--- src/rtl/axis_packet_fifo.sv ---
`default_nettype none
// ============================================================================
// Module      : axis_packet_fifo
// Description : AXI-Stream FIFO for tdata/tkeep/tlast beats with occupancy
//               and packet-count status. Optional store-and-forward mode
//               holds output until a complete packet is resident, with a
//               release escape for packets longer than the storage depth.
// Revision    : 1.0 - initial release
// ============================================================================
module axis_packet_fifo #(
    parameter int  DATA_WIDTH  = 64,
    parameter int  DEPTH       = 16,
    parameter int  PACKET_MODE = 0,
    localparam int CW          = $clog2(DEPTH + 1)
) (
    input  logic                      aclk,
    input  logic                      areset,
    // upstream slave port
    input  logic                      s_tvalid,
    output logic                      s_tready,
    input  logic [DATA_WIDTH-1:0]     s_tdata,
    input  logic [DATA_WIDTH/8-1:0]   s_tkeep,
    input  logic                      s_tlast,
    // downstream master port
    output logic                      m_tvalid,
    input  logic                      m_tready,
    output logic [DATA_WIDTH-1:0]     m_tdata,
    output logic [DATA_WIDTH/8-1:0]   m_tkeep,
    output logic                      m_tlast,
    // status
    output logic [CW-1:0]             level,
    output logic [CW-1:0]             pkt_count
);

    localparam int KW = DATA_WIDTH / 8;
    localparam int AW = $clog2(DEPTH);
    localparam logic [CW-1:0] FULL_LEVEL = CW'(DEPTH);

    // ------------------------------------------------------------------
    // Storage (not reset; contents are qualified by the pointers)
    // ------------------------------------------------------------------
    logic [DATA_WIDTH-1:0] data_mem [DEPTH];
    logic [KW-1:0]         keep_mem [DEPTH];
    logic [DEPTH-1:0]      last_mem;

    // Pointers carry one extra wrap bit so full and empty are distinct
    logic [AW:0]   wr_ptr;
    logic [AW:0]   rd_ptr;
    logic [AW:0]   wr_ptr_nxt;
    logic [AW:0]   rd_ptr_nxt;
    logic          full_nxt;

    logic          wr_en;
    logic          rd_en;
    logic          head_last;
    logic          out_valid;
    logic          ready_q;

    logic [CW-1:0] level_q;
    logic [CW-1:0] level_nxt;
    logic [CW-1:0] pkt_q;
    logic [CW-1:0] pkt_nxt;

    assign wr_en     = s_tvalid & ready_q;
    assign rd_en     = out_valid & m_tready;
    assign head_last = last_mem[rd_ptr[AW-1:0]];

    // Write the accepted beat into the slot addressed by the write pointer
    always_ff @(posedge aclk) begin
        if (wr_en) begin
            data_mem[wr_ptr[AW-1:0]] <= s_tdata;
            keep_mem[wr_ptr[AW-1:0]] <= s_tkeep;
            last_mem[wr_ptr[AW-1:0]] <= s_tlast;
        end
    end

    // Next pointer values and the full condition they will produce
    always_comb begin
        wr_ptr_nxt = wr_ptr;
        rd_ptr_nxt = rd_ptr;
        if (wr_en) begin
            wr_ptr_nxt = wr_ptr + (AW+1)'(1);
        end
        if (rd_en) begin
            rd_ptr_nxt = rd_ptr + (AW+1)'(1);
        end
        full_nxt = (wr_ptr_nxt[AW] != rd_ptr_nxt[AW]) &&
                   (wr_ptr_nxt[AW-1:0] == rd_ptr_nxt[AW-1:0]);
    end

    // Pointer registers
    always_ff @(posedge aclk or posedge areset) begin
        if (areset) begin
            wr_ptr <= '0;
            rd_ptr <= '0;
        end else begin
            wr_ptr <= wr_ptr_nxt;
            rd_ptr <= rd_ptr_nxt;
        end
    end

    // Registered ready derived from next-state fullness only, so m_tready
    // never reaches s_tready combinationally; a read while full does not
    // open a write slot in that same cycle.
    always_ff @(posedge aclk or posedge areset) begin
        if (areset) begin
            ready_q <= 1'b0;
        end else begin
            ready_q <= ~full_nxt;
        end
    end

    // Occupancy and resident-packet counters: next-state arithmetic
    always_comb begin
        level_nxt = level_q;
        pkt_nxt   = pkt_q;
        case ({wr_en, rd_en})
            2'b10:   level_nxt = level_q + CW'(1);
            2'b01:   level_nxt = level_q - CW'(1);
            default: level_nxt = level_q;
        endcase
        case ({wr_en & s_tlast, rd_en & head_last})
            2'b10:   pkt_nxt = pkt_q + CW'(1);
            2'b01:   pkt_nxt = pkt_q - CW'(1);
            default: pkt_nxt = pkt_q;
        endcase
    end

    // Occupancy and resident-packet counter registers
    always_ff @(posedge aclk or posedge areset) begin
        if (areset) begin
            level_q <= '0;
            pkt_q   <= '0;
        end else begin
            level_q <= level_nxt;
            pkt_q   <= pkt_nxt;
        end
    end

    // ------------------------------------------------------------------
    // Output qualification
    // ------------------------------------------------------------------
    generate
        if (PACKET_MODE != 0) begin : g_store_forward
            logic release_q;

            // A full FIFO holding no tlast can never complete a packet, so
            // fall back to cut-through until that packet's tlast leaves.
            always_ff @(posedge aclk or posedge areset) begin
                if (areset) begin
                    release_q <= 1'b0;
                end else if ((level_q == FULL_LEVEL) && (pkt_q == '0)) begin
                    release_q <= 1'b1;
                end else if (rd_en && head_last) begin
                    release_q <= 1'b0;
                end
            end

            assign out_valid = (level_q != '0) && ((pkt_q != '0) || release_q);
        end else begin : g_cut_through
            assign out_valid = (level_q != '0);
        end
    endgenerate

    assign s_tready  = ready_q;
    assign m_tvalid  = out_valid;
    assign m_tdata   = data_mem[rd_ptr[AW-1:0]];
    assign m_tkeep   = keep_mem[rd_ptr[AW-1:0]];
    assign m_tlast   = out_valid & head_last;
    assign level     = level_q;
    assign pkt_count = pkt_q;

endmodule
`default_nettype wire

--- config.mk ---
export PLATFORM = sky130hd
export DESIGN_NAME = axis_packet_fifo
export DESIGN_NICKNAME = d
export VERILOG_FILES = /design/src/rtl/axis_packet_fifo.sv
export SDC_FILE = /design/constraint.sdc
export NUM_CORES = 1
export LEC_CHECK = 0
export CORE_MARGIN = 2
export CORE_UTILIZATION = 30
export CTS_CLUSTER_DIAMETER = 80
export DETAILED_ROUTE_END_ITERATION = 8
export GPL_TIMING_DRIVEN = 0
export PLACE_DENSITY = 0.55
export SETUP_SLACK_MARGIN = 0.2
export SYNTH_ARGS = -nofsm -noshare
export SYNTH_HDL_FRONTEND = slang
export SYNTH_SLANG_ARGS = --single-unit
--- constraint.sdc ---
create_clock -name aclk -period 13 [get_ports aclk]
set_clock_uncertainty 0.1 [all_clocks]
set_input_delay 2.6 -clock aclk [delete_from_list [all_inputs] [get_ports aclk]]
set_output_delay 2.6 -clock aclk [all_outputs]
set_load 0.01 [all_outputs]
==> summary.md <==
| Metric | Value |
|---|---|
| Outcome | finished clean |
| Worst setup path end | m_tdata[63] |
| Final hold vios | 0 |
| Clock Pin Slew Worst Setup and Hold Paths | 0.06 ns |
| Final hold slack | around 0.37 ns |
| Post_cts resized | 0 |
| Tightest Pin Transition | 1.332 ns |
| CP endpoint kind | output port |
| Core ar. | 0.1515 mm2 |
| Max Clk Rate | around 130 MHz |
| WHS Path Cells | 1 |
| Area grow syn2layout | 20.93% |
| Hold buffers post-CTS | 0 |
| Final setup viols | 0 |
| Die area | 0.1554 mm2 |
| Unrepaired setup endpoints after global routing | no |
| CTS Buf Count | 119 |
| First-pass GRT wire length | 161.9 mm |
| Vias per cell | 4.810 |
| Routed Wire Length | about 110 mm |
| Gate Count Post-Synth | between 1,500 and 2,000 |
| Vias | around 22,000 |
| Pwr Total | 12,410 uW |
| Initial DRC count | 1,874 |
| Tcrit/Tclk final | roughly 57% |
| Root Driver | clkbuf_16 |
| Initial antenna violation count | 15 |
| Rows | 143 |
| IO Port Bufs | between 150 and 200 |
| CTS sink cnt | 1,189 |
| TritonCTS clock tree | done |
| Max-cap viol count | 0 |
| DP Wirelength | between 70 and 80 mm |
| DR pass1 iterations | 5 |
| Mapped Area | 0.04567 mm2 |
| Critical Path Source Type | register |
| Yosys reg bits | between 1,000 and 1,500 |
| Die X | 394.2 um |
| Layout cells sized above 1 | 25.37% |
| Flop-to-flop setup slack | about 8.4 ns |
| Slew Limit Fails | 0 |
| Yosys warns | 0 |
| PD cells | between 200 and 250 mW/mm2 |
| Synthesized area per cell | about 23 um2 |
| Final nets | 2,448 |
| Starting density of the core | 30.14% |
| Post-synth ARST share | ~1.8% |
| Post-DP Area | just over 0.05 mm2 |
| Worst Hold Class | register to register |
| Crit path arrival time | ~4.8 ns |
| Number of remaining DRC errors | 0 |
| Finished Cell Area | about 0.055 mm2 |
| Maximum clock path buffer count | 3 |
| Path type of the worst setup path | register to output port |
| H-tree level count | 3 |
| Max_slew headroom | about 11% |
| WL/cell | around 25 um |
| Ports | between 150 and 200 |
| Number of synthesized flops with an enable pin | 1,168 |
| Critical Path Start | rd_ptr[1]$_DFF_PP0_ |
| GRT Total Usage | 14.34% |
| Post-route setup TNS | 0 ns |
| Worst IR Drop VDD | between 0.0001 and 0.00015 V |
| Netlist cell types | 41 |
| Worst EP required | around 10 ns |
| Largest net degree at the start of global routing | 26 |
| Top_reg_cell synth | edfxtp_1 |
| Setup repair bufs after CTS | 0 |
| Worst-Skew Late Latency | 0.72 ns |
| Fin crit period | approximately 7.5 ns |
| Vias in the first global route | approximately 23,000 |
| Die height | ~400 um |
| Reg2reg end | pkt_count[4]$_DFFE_PP0P_ |
| Leakage | around 0.017 uW |
| Worst-path fanout max | 11 |
| Reg2reg start | rd_ptr[1]$_DFF_PP0_ |
| GRT overflow | 0 |
| Seq/Total Area, Yosys | 77.94% |
| Synth Net Count | ~2,100 |
| GP Congestion | between 0.7 and 0.8 |
| Reg2reg path depth | 14 |
| Routed Antenna Nets | 0 |
==> sequential cells by signal, indices dropped and copies added (netlist names) <==
signal and flops:
wr_ptr 5, rd_ptr 5, level 5, data_mem 1024, s_tready 1, last_mem 16, keep_mem 128, pkt_count 5
==> area by class of cell <==
| class | count | area (um2) |
|---|---|---|
| Fill cell | 13770 | 96310 |
| Sequential cell | 1189 | 35600 |
| Multi-Input combinational cell | 692 | 9632 |
| Clock buffer | 138 | 3049 |
| Timing Repair Buffer | 238 | 2869 |
| Tap cell | 2030 | 2540 |
| Clock inverter | 86 | 987.2 |
| Buffer | 112 | 534.3 |
| Inverter | 5 | 18.77 |
| Antenna cell | 2 | 5.005 |
==> per-layer routing <==
layer  up-vias  routed length [um]  GRT usage (%)
li1       9178                   -              -
met4        14                2447          3.394
met2       613               57500          24.86
met5         -                  69              0
met3       162                6691          2.852
met1     11640               46050          18.47
==> stage by stage <==
stage | setup slack [ns] | instances | utilization, %
6_report | 5.546 | 4492 | 36.45
5_1_grt | 5.398 | 4490 | 36.44
3_3_place_gp | -3.035 | 4189 | 32.88
2_1_floorplan | 4.286 | 1998 | -
4_1_cts | 5.332 | 4489 | 36.43
3_5_place_dp | 6.124 | 4265 | 33.77
==> worst min path at each step <==
| stage | start | endpoint |
|---|---|---|
| after CTS | pkt_count[4]$_DFFE_PP0P_ | pkt_count[4]$_DFFE_PP0P_ |
| after global placement | pkt_count[4]$_DFFE_PP0P_ | pkt_count[4]$_DFFE_PP0P_ |
| after floorplan | rd_ptr[4]$_DFF_PP0_ | rd_ptr[4]$_DFF_PP0_ |
| final | pkt_count[4]$_DFFE_PP0P_ | pkt_count[4]$_DFFE_PP0P_ |
| after global routing | pkt_count[4]$_DFFE_PP0P_ | pkt_count[4]$_DFFE_PP0P_ |
| after detailed placement | pkt_count[4]$_DFFE_PP0P_ | pkt_count[4]$_DFFE_PP0P_ |
==> layout by cell type, fill, tap and decap left out, types with 11 or more instances in the layout <==
cell type        instances
edfxtp_1              1168
clkinv_1                23
buf_4                   20
xnor2_1                 11
a211oi_1                72
clkbuf_1                82
a21oi_1                 75
bufinv_16               18
xor2_1                  11
buf_6                   34
nand2_1                 11
dfrtp_1                 21
mux4_2                 293
buf_2                   28
clkinv_2                27
buf_12                  29
mux2i_1                 73
ha_1                    13
clkdlybuf4s50_1        161
nor2_4                  12
nor2b_1                 73
clkbuf_16              119
==> kinds of logic (layout without fill, tap and decap cells) <==
| kind of cell | after synthesis | in the layout | share of synthesized area, % |
|---|---|---|---|
| XOR/XNOR | 24 | 24 | 0.5260 |
| multiplexers | 369 | 369 | 16.12 |
| flip-flops | 1189 | 1189 | 77.94 |
| adder cells (fa/ha/maj) | 14 | 14 | 0.4000 |
| buffers and inverters | 117 | 579 | 1.211 |
| AO/OA/AOI/OAI | 165 | 165 | 2.296 |
| other | 0 | 2 | 0 |
| AND/OR/NAND/NOR | 120 | 120 | 1.504 |
==> power by group <==
| part | total [uW] | switching (uW) | internal (uW) | leakage, uW |
|---|---|---|---|---|
| logic | 4190 | 2310 | 1880 | 0.00454 |
| registers | 4730 | 102 | 4630 | 0.0108 |
| clock network | 3500 | 1460 | 2040 | 0.00196 |
| total | 12400 | 3870 | 8550 | 0.0173 |
==> critical path: stages (launching register included) <==
cell	delay, ns
dfrtp_1	0.35
buf_2	0.17
clkbuf_1	0.98
clkbuf_1	0.81
mux4_2	0.36
mux2i_1	0.08
a21oi_1	0.59
clkdlybuf4s50_1	0.68
==> synthesized netlist by cell type, types with 13 or more instances <==
cell type	instances	area share [%]
buf_4	19	0.31
mux2i_1	73	1.6
a211oi_1	72	1.2
clkbuf_1	63	0.52
edfxtp_1	1168	77
dfrtp_1	21	1.2
nor2_1	16	0.13
a21oi_1	75	0.82
nor2b_1	73	1.0
ha_1	13	0.36
buf_2	28	0.31
mux4_2	293	14
Power figures use the tool's default switching activity.
